==> config.mk <==
export PLATFORM = sky130hd
export DESIGN_NAME = arbitro_prioridade_n
export DESIGN_NICKNAME = d
export VERILOG_FILES = /design/src/rtl/arbitro_pkg.sv /design/src/rtl/seletor_prioridade.sv /design/src/rtl/arbitro_prioridade_n.sv
export SDC_FILE = /design/constraint.sdc
export NUM_CORES = 1
export LEC_CHECK = 0
export CAP_MARGIN = 0
export CORE_MARGIN = 4
export CORE_UTILIZATION = 30
export DETAILED_ROUTE_END_ITERATION = 8
export GPL_TIMING_DRIVEN = 0
export PLACE_DENSITY = 0.56
export SLEW_MARGIN = 20
export SYNTH_ARGS = -nofsm -noshare
export SYNTH_HDL_FRONTEND = slang
export SYNTH_SLANG_ARGS = --single-unit
==> constraint.sdc <==
create_clock -name CLK -period 4.8 [get_ports CLK]
set_clock_uncertainty 0.1 [all_clocks]
set_input_delay 0.72 -clock CLK [delete_from_list [all_inputs] [get_ports CLK]]
set_output_delay 0.72 -clock CLK [all_outputs]
set_load 0.02 [all_outputs]
==> src/rtl/arbitro_pkg.sv <==
// Shared definitions for the priority arbiter: FSM encoding, RGB patterns and a
// width helper used to size indices and counters.
package arbitro_pkg;

    localparam logic [1:0] ST_IDLE  = 2'd0;
    localparam logic [1:0] ST_GRANT = 2'd1;
    localparam logic [1:0] ST_GAP   = 2'd2;

    // RGB patterns packed as {red, green, blue}; red is OR-ed in separately
    localparam logic [2:0] RGB_IDLE  = 3'b010;
    localparam logic [2:0] RGB_GRANT = 3'b001;

    function automatic int clog2(input int value);
        int r;
        r = 0;
        while ((1 << r) < value) r = r + 1;
        return r;
    endfunction

endpackage

==> src/rtl/seletor_prioridade.sv <==
// Combinational winner selection: highest level among eligible stations, ties
// broken by the first matching index at or after rr_ptr, wrapping around.
module seletor_prioridade
    import arbitro_pkg::*;
#(
    parameter int N        = 2,
    parameter int PERFIL_W = 3,
    parameter int IDX_W    = 1
)
(
    input  logic [N-1:0]          eligible,
    input  logic [N*PERFIL_W-1:0] perfil,
    input  logic [IDX_W-1:0]      rr_ptr,
    output logic                  valid,
    output logic                  tie,
    output logic [IDX_W-1:0]      win_idx,
    output logic [PERFIL_W-1:0]   win_perfil
);

    logic [PERFIL_W-1:0] max_lvl;
    logic [N-1:0]        at_max;
    logic                found;

    always_comb begin
        max_lvl = '0;
        for (int i = 0; i < N; i++) begin
            if (eligible[i] && (perfil[i*PERFIL_W +: PERFIL_W] > max_lvl))
                max_lvl = perfil[i*PERFIL_W +: PERFIL_W];
        end
    end

    always_comb begin
        at_max = '0;
        for (int i = 0; i < N; i++)
            at_max[i] = eligible[i] && (perfil[i*PERFIL_W +: PERFIL_W] == max_lvl);
    end

    // First pass covers indices from rr_ptr upward, second pass wraps to the start
    always_comb begin
        found   = 1'b0;
        win_idx = '0;
        for (int i = 0; i < N; i++) begin
            if (!found && at_max[i] && (i >= int'(rr_ptr))) begin
                found   = 1'b1;
                win_idx = IDX_W'(i);
            end
        end
        for (int i = 0; i < N; i++) begin
            if (!found && at_max[i]) begin
                found   = 1'b1;
                win_idx = IDX_W'(i);
            end
        end
    end

    assign valid      = |eligible;
    assign tie        = (at_max & (at_max - {{(N-1){1'b0}}, 1'b1})) != '0;
    assign win_perfil = max_lvl;

endmodule

==> src/rtl/arbitro_prioridade_n.sv <==
// N-station priority arbiter with minimum hold, preemption by higher levels,
// timeout with per-station lockout and a registered RGB status indicator.
module arbitro_prioridade_n
    import arbitro_pkg::*;
#(
    parameter int N        = 2,
    parameter int PERFIL_W = 3,
    parameter int FUNC_W   = 4,
    parameter int MIN_HOLD = 4,
    parameter int MAX_HOLD = 64,
    localparam int IDX_W   = (clog2(N) < 1) ? 1 : clog2(N),
    localparam int HOLD_W  = clog2(MAX_HOLD + 1)
)
(
    input  logic                  CLK,
    input  logic                  RST,
    input  logic [N-1:0]          req,
    input  logic [N*PERFIL_W-1:0] perfil,
    input  logic [N*FUNC_W-1:0]   funcao,
    output logic [N-1:0]          grant,
    output logic [IDX_W-1:0]      grant_idx,
    output logic [FUNC_W-1:0]     grant_funcao,
    output logic [PERFIL_W-1:0]   grant_perfil,
    output logic                  LEDRGB_red,
    output logic                  LEDRGB_green,
    output logic                  LEDRGB_blue
);

    logic [1:0]          state, state_n;
    logic [HOLD_W-1:0]   hold_cnt, hold_n;
    logic [IDX_W-1:0]    rr_ptr, rr_n;
    logic [N-1:0]        lockout, lockout_n;
    logic [N-1:0]        nonzero, eligible;
    logic [N-1:0]        grant_n, sel_onehot;
    logic [IDX_W-1:0]    idx_n, sel_idx;
    logic [FUNC_W-1:0]   func_n, sel_funcao;
    logic [PERFIL_W-1:0] perf_n, sel_perfil;
    logic                sel_valid, sel_tie, red_n, load, release_grant;

    always_comb begin
        nonzero = '0;
        for (int i = 0; i < N; i++)
            nonzero[i] = |perfil[i*PERFIL_W +: PERFIL_W];
    end

    assign eligible = req & ~lockout & nonzero;

    seletor_prioridade #(
        .N        (N),
        .PERFIL_W (PERFIL_W),
        .IDX_W    (IDX_W)
    ) u_seletor (
        .eligible   (eligible),
        .perfil     (perfil),
        .rr_ptr     (rr_ptr),
        .valid      (sel_valid),
        .tie        (sel_tie),
        .win_idx    (sel_idx),
        .win_perfil (sel_perfil)
    );

    always_comb begin
        sel_onehot = '0;
        sel_funcao = '0;
        for (int i = 0; i < N; i++) begin
            if (sel_idx == IDX_W'(i)) begin
                sel_onehot[i] = 1'b1;
                sel_funcao    = funcao[i*FUNC_W +: FUNC_W];
            end
        end
    end

    // Next-state: a release clears the grant, a load (fresh or preempting) latches the winner
    always_comb begin
        state_n       = state;
        grant_n       = grant;
        idx_n         = grant_idx;
        func_n        = grant_funcao;
        perf_n        = grant_perfil;
        hold_n        = hold_cnt;
        rr_n          = rr_ptr;
        lockout_n     = lockout & req;
        red_n         = 1'b0;
        load          = 1'b0;
        release_grant = 1'b0;

        case (state)
            ST_IDLE: begin
                if (sel_valid)
                    load = 1'b1;
            end
            ST_GRANT: begin
                if (!req[grant_idx]) begin
                    release_grant = 1'b1;
                end else if (hold_cnt == HOLD_W'(MAX_HOLD)) begin
                    release_grant        = 1'b1;
                    lockout_n[grant_idx] = 1'b1;
                end else if ((hold_cnt >= HOLD_W'(MIN_HOLD)) && sel_valid &&
                             (sel_perfil > grant_perfil)) begin
                    load = 1'b1;
                end else begin
                    hold_n = hold_cnt + HOLD_W'(1);
                end
            end
            ST_GAP: begin
                state_n = ST_IDLE;
            end
            default: begin
                state_n = ST_IDLE;
            end
        endcase

        if (load) begin
            state_n = ST_GRANT;
            grant_n = sel_onehot;
            idx_n   = sel_idx;
            func_n  = sel_funcao;
            perf_n  = sel_perfil;
            hold_n  = HOLD_W'(1);
            red_n   = sel_tie;
        end

        if (release_grant) begin
            state_n = ST_GAP;
            grant_n = '0;
            idx_n   = '0;
            func_n  = '0;
            perf_n  = '0;
            hold_n  = '0;
            rr_n    = (grant_idx == IDX_W'(N - 1)) ? '0 : grant_idx + IDX_W'(1);
        end
    end

    // RGB is loaded from the next grant so it lines up with the grant outputs
    always_ff @(posedge CLK) begin
        if (RST) begin
            state        <= ST_IDLE;
            grant        <= '0;
            grant_idx    <= '0;
            grant_funcao <= '0;
            grant_perfil <= '0;
            hold_cnt     <= '0;
            rr_ptr       <= '0;
            lockout      <= '0;
            {LEDRGB_red, LEDRGB_green, LEDRGB_blue} <= RGB_IDLE;
        end else begin
            state        <= state_n;
            grant        <= grant_n;
            grant_idx    <= idx_n;
            grant_funcao <= func_n;
            grant_perfil <= perf_n;
            hold_cnt     <= hold_n;
            rr_ptr       <= rr_n;
            lockout      <= lockout_n;
            {LEDRGB_red, LEDRGB_green, LEDRGB_blue} <=
                ((grant_n == '0) ? RGB_IDLE : RGB_GRANT) | {red_n, 2'b00};
        end
    end

endmodule

==> flow_metrics.env, run 1 <==
export IMPL_num_vias=1288
export IMPL_fin_crit_sh=0.920
export IMPL_totalWireLength_mm=3.40
export IMPL_fp_dieArea_um2=5970
export IMPL_p_leak_nw=0.703
export IMPL_crit_chain="clkdlybuf4s50_1, nor2b_1, nand2_1, ha_1, a21oi_1, a31oi_1, o21ai_2, mux2i_1, ha_1, nand3_1, o21a_1, nand4_2, nand3b_1, buf_4, nor2_1, a311o_1"
export IMPL_io_pins=31
export IMPL_critical_path_peak_fanout=10
export IMPL_ys_warnings_count=0
export IMPL_syn_cell_area_um2=1440
export IMPL_routedWlPerCell_um=13.8
export IMPL_finalHoldViolCount=0
export IMPL_path_class="in -> reg"
export IMPL_grt_pass1_vias=1317
export IMPL_place_area_um2=1810
export IMPL_synth_area_per_cell_um2=8.94
export IMPL_die_y_um=77.3
export IMPL_antenna_found_initial=0
export IMPL_design_area_um2=1850
export IMPL_cpMostUsedCell="ha_1"
export IMPL_r2r_slack_ps=1080
export IMPL_postCtsHoldBufs=0
export IMPL_final_common_cell="clkdlybuf4s50_1"
export IMPL_yosysTopAreaCellShare=0.348
export IMPL_slew_headroom=0.550
export IMPL_drc_errors=0
export IMPL_setup_slack_ps=382
export IMPL_grt_pass1_wl_mm=6.00
export IMPL_overflow=0
export IMPL_ant_nets=0
export IMPL_row_count=24
export IMPL_coreArea_um2=4500
export IMPL_status="finished, final reports clean"
export IMPL_via_per_inst=5.21
export IMPL_worst_pin_slew_ps=672
export IMPL_ctsRootBufferMaster="clkbuf_8"
export IMPL_cts_htree_levels=1
export IMPL_final_cell_mix="clkdlybuf4s50_1, dfxtp_1, nor2_1"
export IMPL_nets=221
export IMPL_fmax_mhz=226
export IMPL_grt_max_degree=16
export IMPL_cp_slowest_cell="clkdlybuf4s50_1"
export IMPL_cp_start_kind="input port"
export IMPL_numPortBuffers=30
export IMPL_final_max_slew_viol_count=0
export IMPL_clk_pin_slew_ps=100
export IMPL_cap_violations=0
export IMPL_drive_gt1_frac=0.128
export IMPL_drt_iter0_drc=56
export IMPL_peakVddDrop_v=0.000128
export IMPL_pre_cts_slack_ps=2.99
export IMPL_synth_seq_area_share=0.348
export IMPL_period_needed_ps=4420
export IMPL_power_mw=0.507
export IMPL_setup_violations=0
export IMPL_syn_nets=186
export IMPL_start_util=0.320
export IMPL_required_ps=4860
export IMPL_rsz0062_at_grt="no"
export IMPL_area_delta_synth_final_pct=28.8
export IMPL_ys_ff_latch=25
export IMPL_cts_buffers=3
export IMPL_first_pass_iters=5
export IMPL_hold_class="reg -> reg"
export IMPL_die_w_um=77.3
export IMPL_cts_sinks=25
export IMPL_cts_buffer_depth=2
export IMPL_dp_hpwl_mm=2.73
export IMPL_end_kind="flop"
export IMPL_cts_tree="yes"
export IMPL_fin_setup_tns_ps=0
export IMPL_clk_latency_ps=270
export IMPL_max_stage_delay_ps=560
export IMPL_grt_usage=0.122
export IMPL_gp_congestion=0.796
export IMPL_diodes=0
export IMPL_synthCells=161
export IMPL_power_density_nw_per_um2=273
export IMPL_yosys_top_cells_area="dfxtp_1, ha_1, nor2_1, inv_1, xor2_1"
export IMPL_synth_cell_types=49
export IMPL_yosysTopAreaCell="dfxtp_1"
export IMPL_worstPathArrival_ps=4480
-- per-stage QoR --
step	std cells	utilization	hold WS (ps)
after global routing	247	0.412	383
after detailed placement	243	0.401	342
final	247	0.412	354
after CTS	247	0.412	357
after global placement	243	0.401	332
after floorplan	161	-	317
-- flip-flops by register name (all words and copies together) (netlist names) --
name,cells
LEDRGB_blue,1
LEDRGB_green,1
LEDRGB_red,1
grant,2
grant_funcao,4
grant_idx,1
grant_perfil,3
hold_cnt,7
lockout,2
rr_ptr,1
state,2
-- per-layer routing --
metal	routed length (um)	up-vias	GRT usage
met4	48	0	0.0409
met2	1530	31	0.193
met3	160	4	0.0222
met1	1660	589	0.166
li1	-	664	-
met5	0	-	0
-- cell usage after synthesis, drive strengths merged --
library cell,number
dfxtp,25
nor2,22
inv,13
nand2,9
a21oi,8
ha,7
nor3,7
a311o,5
nand4,5
o21ai,5
xor2,5
a31oi,4
and4b,4
xnor2,4
mux2i,3
nand2b,3
a22o,2
and4,2
buf,2
nand3b,2
nor3b,2
nor4,2
or2,2
or2b,2
a2111oi,1
a211oi,1
a22oi,1
a311oi,1
a31o,1
and3,1
nand3,1
nand4bb,1
nor2b,1
o211a,1
o21a,1
o21bai,1
o2bb2ai,1
o311ai,1
o32ai,1
or4,1
-- timing repair --
action / CTS / global route
gates resized for setup: 0 / 1
setup endpoints to repair: 0 / 2
setup buffers: 0 / 0
-- critical path: cells and delay by family --
kind	cells	cell delay (ps)
multiplexers	1	370
adder cells (fa/ha/maj)	2	640
AND/OR/NAND/NOR	6	920
buffers and inverters	2	770
AO/OA/AOI/OAI	5	1060
-- logic make-up (layout without fill, tap and decap cells) --
| kind of cell | after synthesis | count (layout) | synth area share |
|---|---|---|---|
| flip-flops | 25 | 25 | 0.348 |
| AND/OR/NAND/NOR | 67 | 67 | 0.270 |
| buffers and inverters | 15 | 49 | 0.0469 |
| XOR/XNOR | 9 | 9 | 0.0547 |
| AO/OA/AOI/OAI | 35 | 35 | 0.199 |
| adder cells (fa/ha/maj) | 7 | 7 | 0.0608 |
| multiplexers | 3 | 3 | 0.0209 |
-- power breakdown --
part           internal (mW)  leakage, nW  switching, mW
clock network         0.0590       0.0217         0.0724
logic                 0.0670        0.477         0.0772
registers              0.222        0.204        0.00973
total                  0.348        0.703          0.159
-- final cells by class --
cell class	instances	area (um2)
timing repair buffer	30	300
clock buffer	3	41.3
clock inverter	1	7.51
sequential	25	500
fill	430	2650
multi-input combinational	121	872
tap	52	65.1
buffer	2	18.8
inverter	13	48.8
-- final timing paths --
check             startpoint         endpoint  cells after the start
hold reg to reg     state[1]         state[0]                      1
setup / recovery      req[0]  grant_funcao[1]                     16
setup reg to reg  lockout[0]  grant_funcao[1]                     15
hold / removal      state[1]         state[0]                      1
Power figures use the tool's default switching activity.
==> run 2: changes to the inputs <==
--- a/config.mk
+++ b/config.mk
@@ -6,7 +6,7 @@
 export NUM_CORES = 1
 export LEC_CHECK = 0
 export CAP_MARGIN = 0
-export CORE_MARGIN = 4
+export CORE_MARGIN = 1.5
 export CORE_UTILIZATION = 30
 export DETAILED_ROUTE_END_ITERATION = 8
 export GPL_TIMING_DRIVEN = 0
==> run 2 against run 1 <==
  * Register-to-register slack hardly changed
  * Sequential cell count did not move
  * Combinational power about the same
  * Setup slack better by 3.8 ps
  * Highest routed layer unchanged
  * Wire length decreased by 2.2%
  * Clock power fell by 4%
  * Final cell count grew 1.2%
  * Core utilization down 1.2 points
==> flow_metrics.env, run 2 (synthesis results as in run 1) <==
export IMPL_status="finished, final reports clean"
export IMPL_whs_endpoint="state[0]"
export IMPL_min_delay_start="state[1]"
export IMPL_final_common_cell="clkdlybuf4s50_1"
export IMPL_p_sw_mw=0.153
export IMPL_die_w_um=72.3
export IMPL_fp_dieArea_um2=5230
export IMPL_power_mw=0.502
export IMPL_via_per_inst=5.06
export IMPL_end_kind="flop"
export IMPL_period_needed_ps=4410
export IMPL_die_y_um=72.3
export IMPL_cts_buffer_depth=2
export IMPL_worstReg2RegStart="lockout[0]"
export IMPL_required_ps=4860
export IMPL_reg2regPathDepth=15
export IMPL_final_max_slew_viol_count=0
export IMPL_first_pass_iters=4
export IMPL_coreArea_um2=4660
export IMPL_clk_pin_slew_ps=90
export IMPL_rsz0062_at_grt="no"
export IMPL_totalWireLength_mm=3.33
export IMPL_r2r_slack_ps=1090
export IMPL_cts_htree_levels=1
export IMPL_fmax_mhz=227
export IMPL_overflow=0
export IMPL_seq_power_share=0.461
export IMPL_cts_tree="yes"
export IMPL_dp_cells=245
export IMPL_finalHoldViolCount=0
export IMPL_cap_violations=0
export IMPL_start_util=0.309
export IMPL_hold_class="reg -> reg"
export IMPL_num_vias=1264
export IMPL_peakVddDrop_v=0.000112
export IMPL_regMostFlops="hold_cnt"
export IMPL_row_count=25
export IMPL_final_cells=250
export IMPL_final_cell_mix="clkdlybuf4s50_1, dfxtp_1, nor2_1"
export IMPL_postCtsResizedCells=0
export IMPL_dp_hpwl_mm=2.51
export IMPL_p_leak_nw=0.708
export IMPL_cts_sinks=25
export IMPL_diodes=0
export IMPL_power_density_nw_per_um2=270
export IMPL_largest_reg_flops=7
export IMPL_grt_pass1_wl_mm=5.59
export IMPL_top_regs="hold_cnt (7), grant_funcao (4), grant_perfil (3)"
export IMPL_cp_start_kind="input port"
export IMPL_cts_buffers=3
export IMPL_fin_util=0.399
export IMPL_area_delta_synth_final_pct=29.2
export IMPL_holdPathStages=1
export IMPL_grt_usage=0.134
export IMPL_drc_errors=0
export IMPL_worstPathArrival_ps=4480
export IMPL_io_pins=31
export IMPL_critical_path_peak_fanout=10
export IMPL_drt_iter0_drc=56
export IMPL_grt_max_degree=14
export IMPL_nets=222
export IMPL_holdWs_ps=373
export IMPL_worst_pin_slew_ps=708
export IMPL_numPortBuffers=30
export IMPL_setup_violations=0
export IMPL_p_clk_frac=0.250
export IMPL_p_int_mw=0.349
export IMPL_antenna_found_initial=0
export IMPL_clk_latency_ps=270
export IMPL_fin_setup_tns_ps=0
export IMPL_r2r_end="grant_funcao[1]"
export IMPL_gp_congestion=0.784
export IMPL_ctsRootBufferMaster="clkbuf_8"
export IMPL_grt_pass1_vias=1226
export IMPL_ant_nets=0
export IMPL_fin_crit_sh=0.920
export IMPL_swShare=0.305
export IMPL_routedWlPerCell_um=13.3
export IMPL_p_comb_frac=0.289
export IMPL_slew_headroom=0.527
export IMPL_drive_gt1_frac=0.128
export IMPL_path_class="in -> reg"
-- run 2: cell count changes in the layout (fill, tap and decap cells not counted) --
cell and delta:
clkbuf_1 +1, clkinvlp_4 -1, o21ai_0 +1, o21ai_1 -1, buf_4 +1
-- run 2: worst max-delay path by stage --
stage / start / end / slack, ps / cells past startpoint
after floorplan: req[0] / grant_funcao[1] / 1200 / 15
after global placement: req[0] / grant_funcao[1] / 50 / 16
after detailed placement: req[0] / grant_funcao[1] / 60 / 16
after CTS: req[0] / grant_funcao[1] / 300 / 16
after global routing: req[0] / grant_funcao[1] / 30 / 16
final: req[0] / grant_funcao[1] / 390 / 16
-- run 2: power groups by stage --
stage | sequential, mW | combinational [mW] | clock, mW
final | 0.231 | 0.145 | 0.126
after global routing | 0.234 | 0.159 | 0.139
after CTS | 0.232 | 0.144 | 0.131
after detailed placement | 0.236 | 0.143 | 0
after global placement | 0.236 | 0.143 | 0
after floorplan | 0.247 | 0.0743 | 0
-- run 2: what timing repair did --
item | in CTS | in global routing
hold buffers | 0 | 0
buffers inserted | 0 | 1
endpoints found under the setup margin | 0 | 2
-- run 2: layer usage --
layer  vias to the layer above  wire length (um)  GRT usage
li1                        661                 -          -
met1                       576              1720      0.195
met2                        25              1480      0.207
met3                         2               105     0.0125
met4                         0                15     0.0524
met5                         -                 0          0
-- run 2: final cells by class --
type	instances	area, um2
Fill cell	493	2800
Tap cell	54	67.6
Clock buffer	4	45.0
Sequential cell	25	500
Inverter	13	48.8
Buffer	2	18.8
Timing Repair Buffer	31	308
Multi-Input combinational cell	121	872
-- run 2: worst max-delay path, stage by stage --
cell and delay [ps]:
clkdlybuf4s50_1 560, nor2b_1 300, nand2_1 130, ha_1 320, a21oi_1 190, a31oi_1 80, o21ai_2 310, mux2i_1 160
ha_1 340, nand2_1 60, o21ai_0 330, nand4_2 190, nand3b_1 230, buf_4 210, nor2_1 50, a311o_1 300
-- run 2: metrics by stage --
stage | instance area, um2 | worst slack [ps]
finish | 1860 | 386
global route | 1860 | 25.7
CTS | 1850 | 301
detailed placement | 1810 | 60.6
global placement | 1810 | 50.2
floorplan | 1440 | 1200
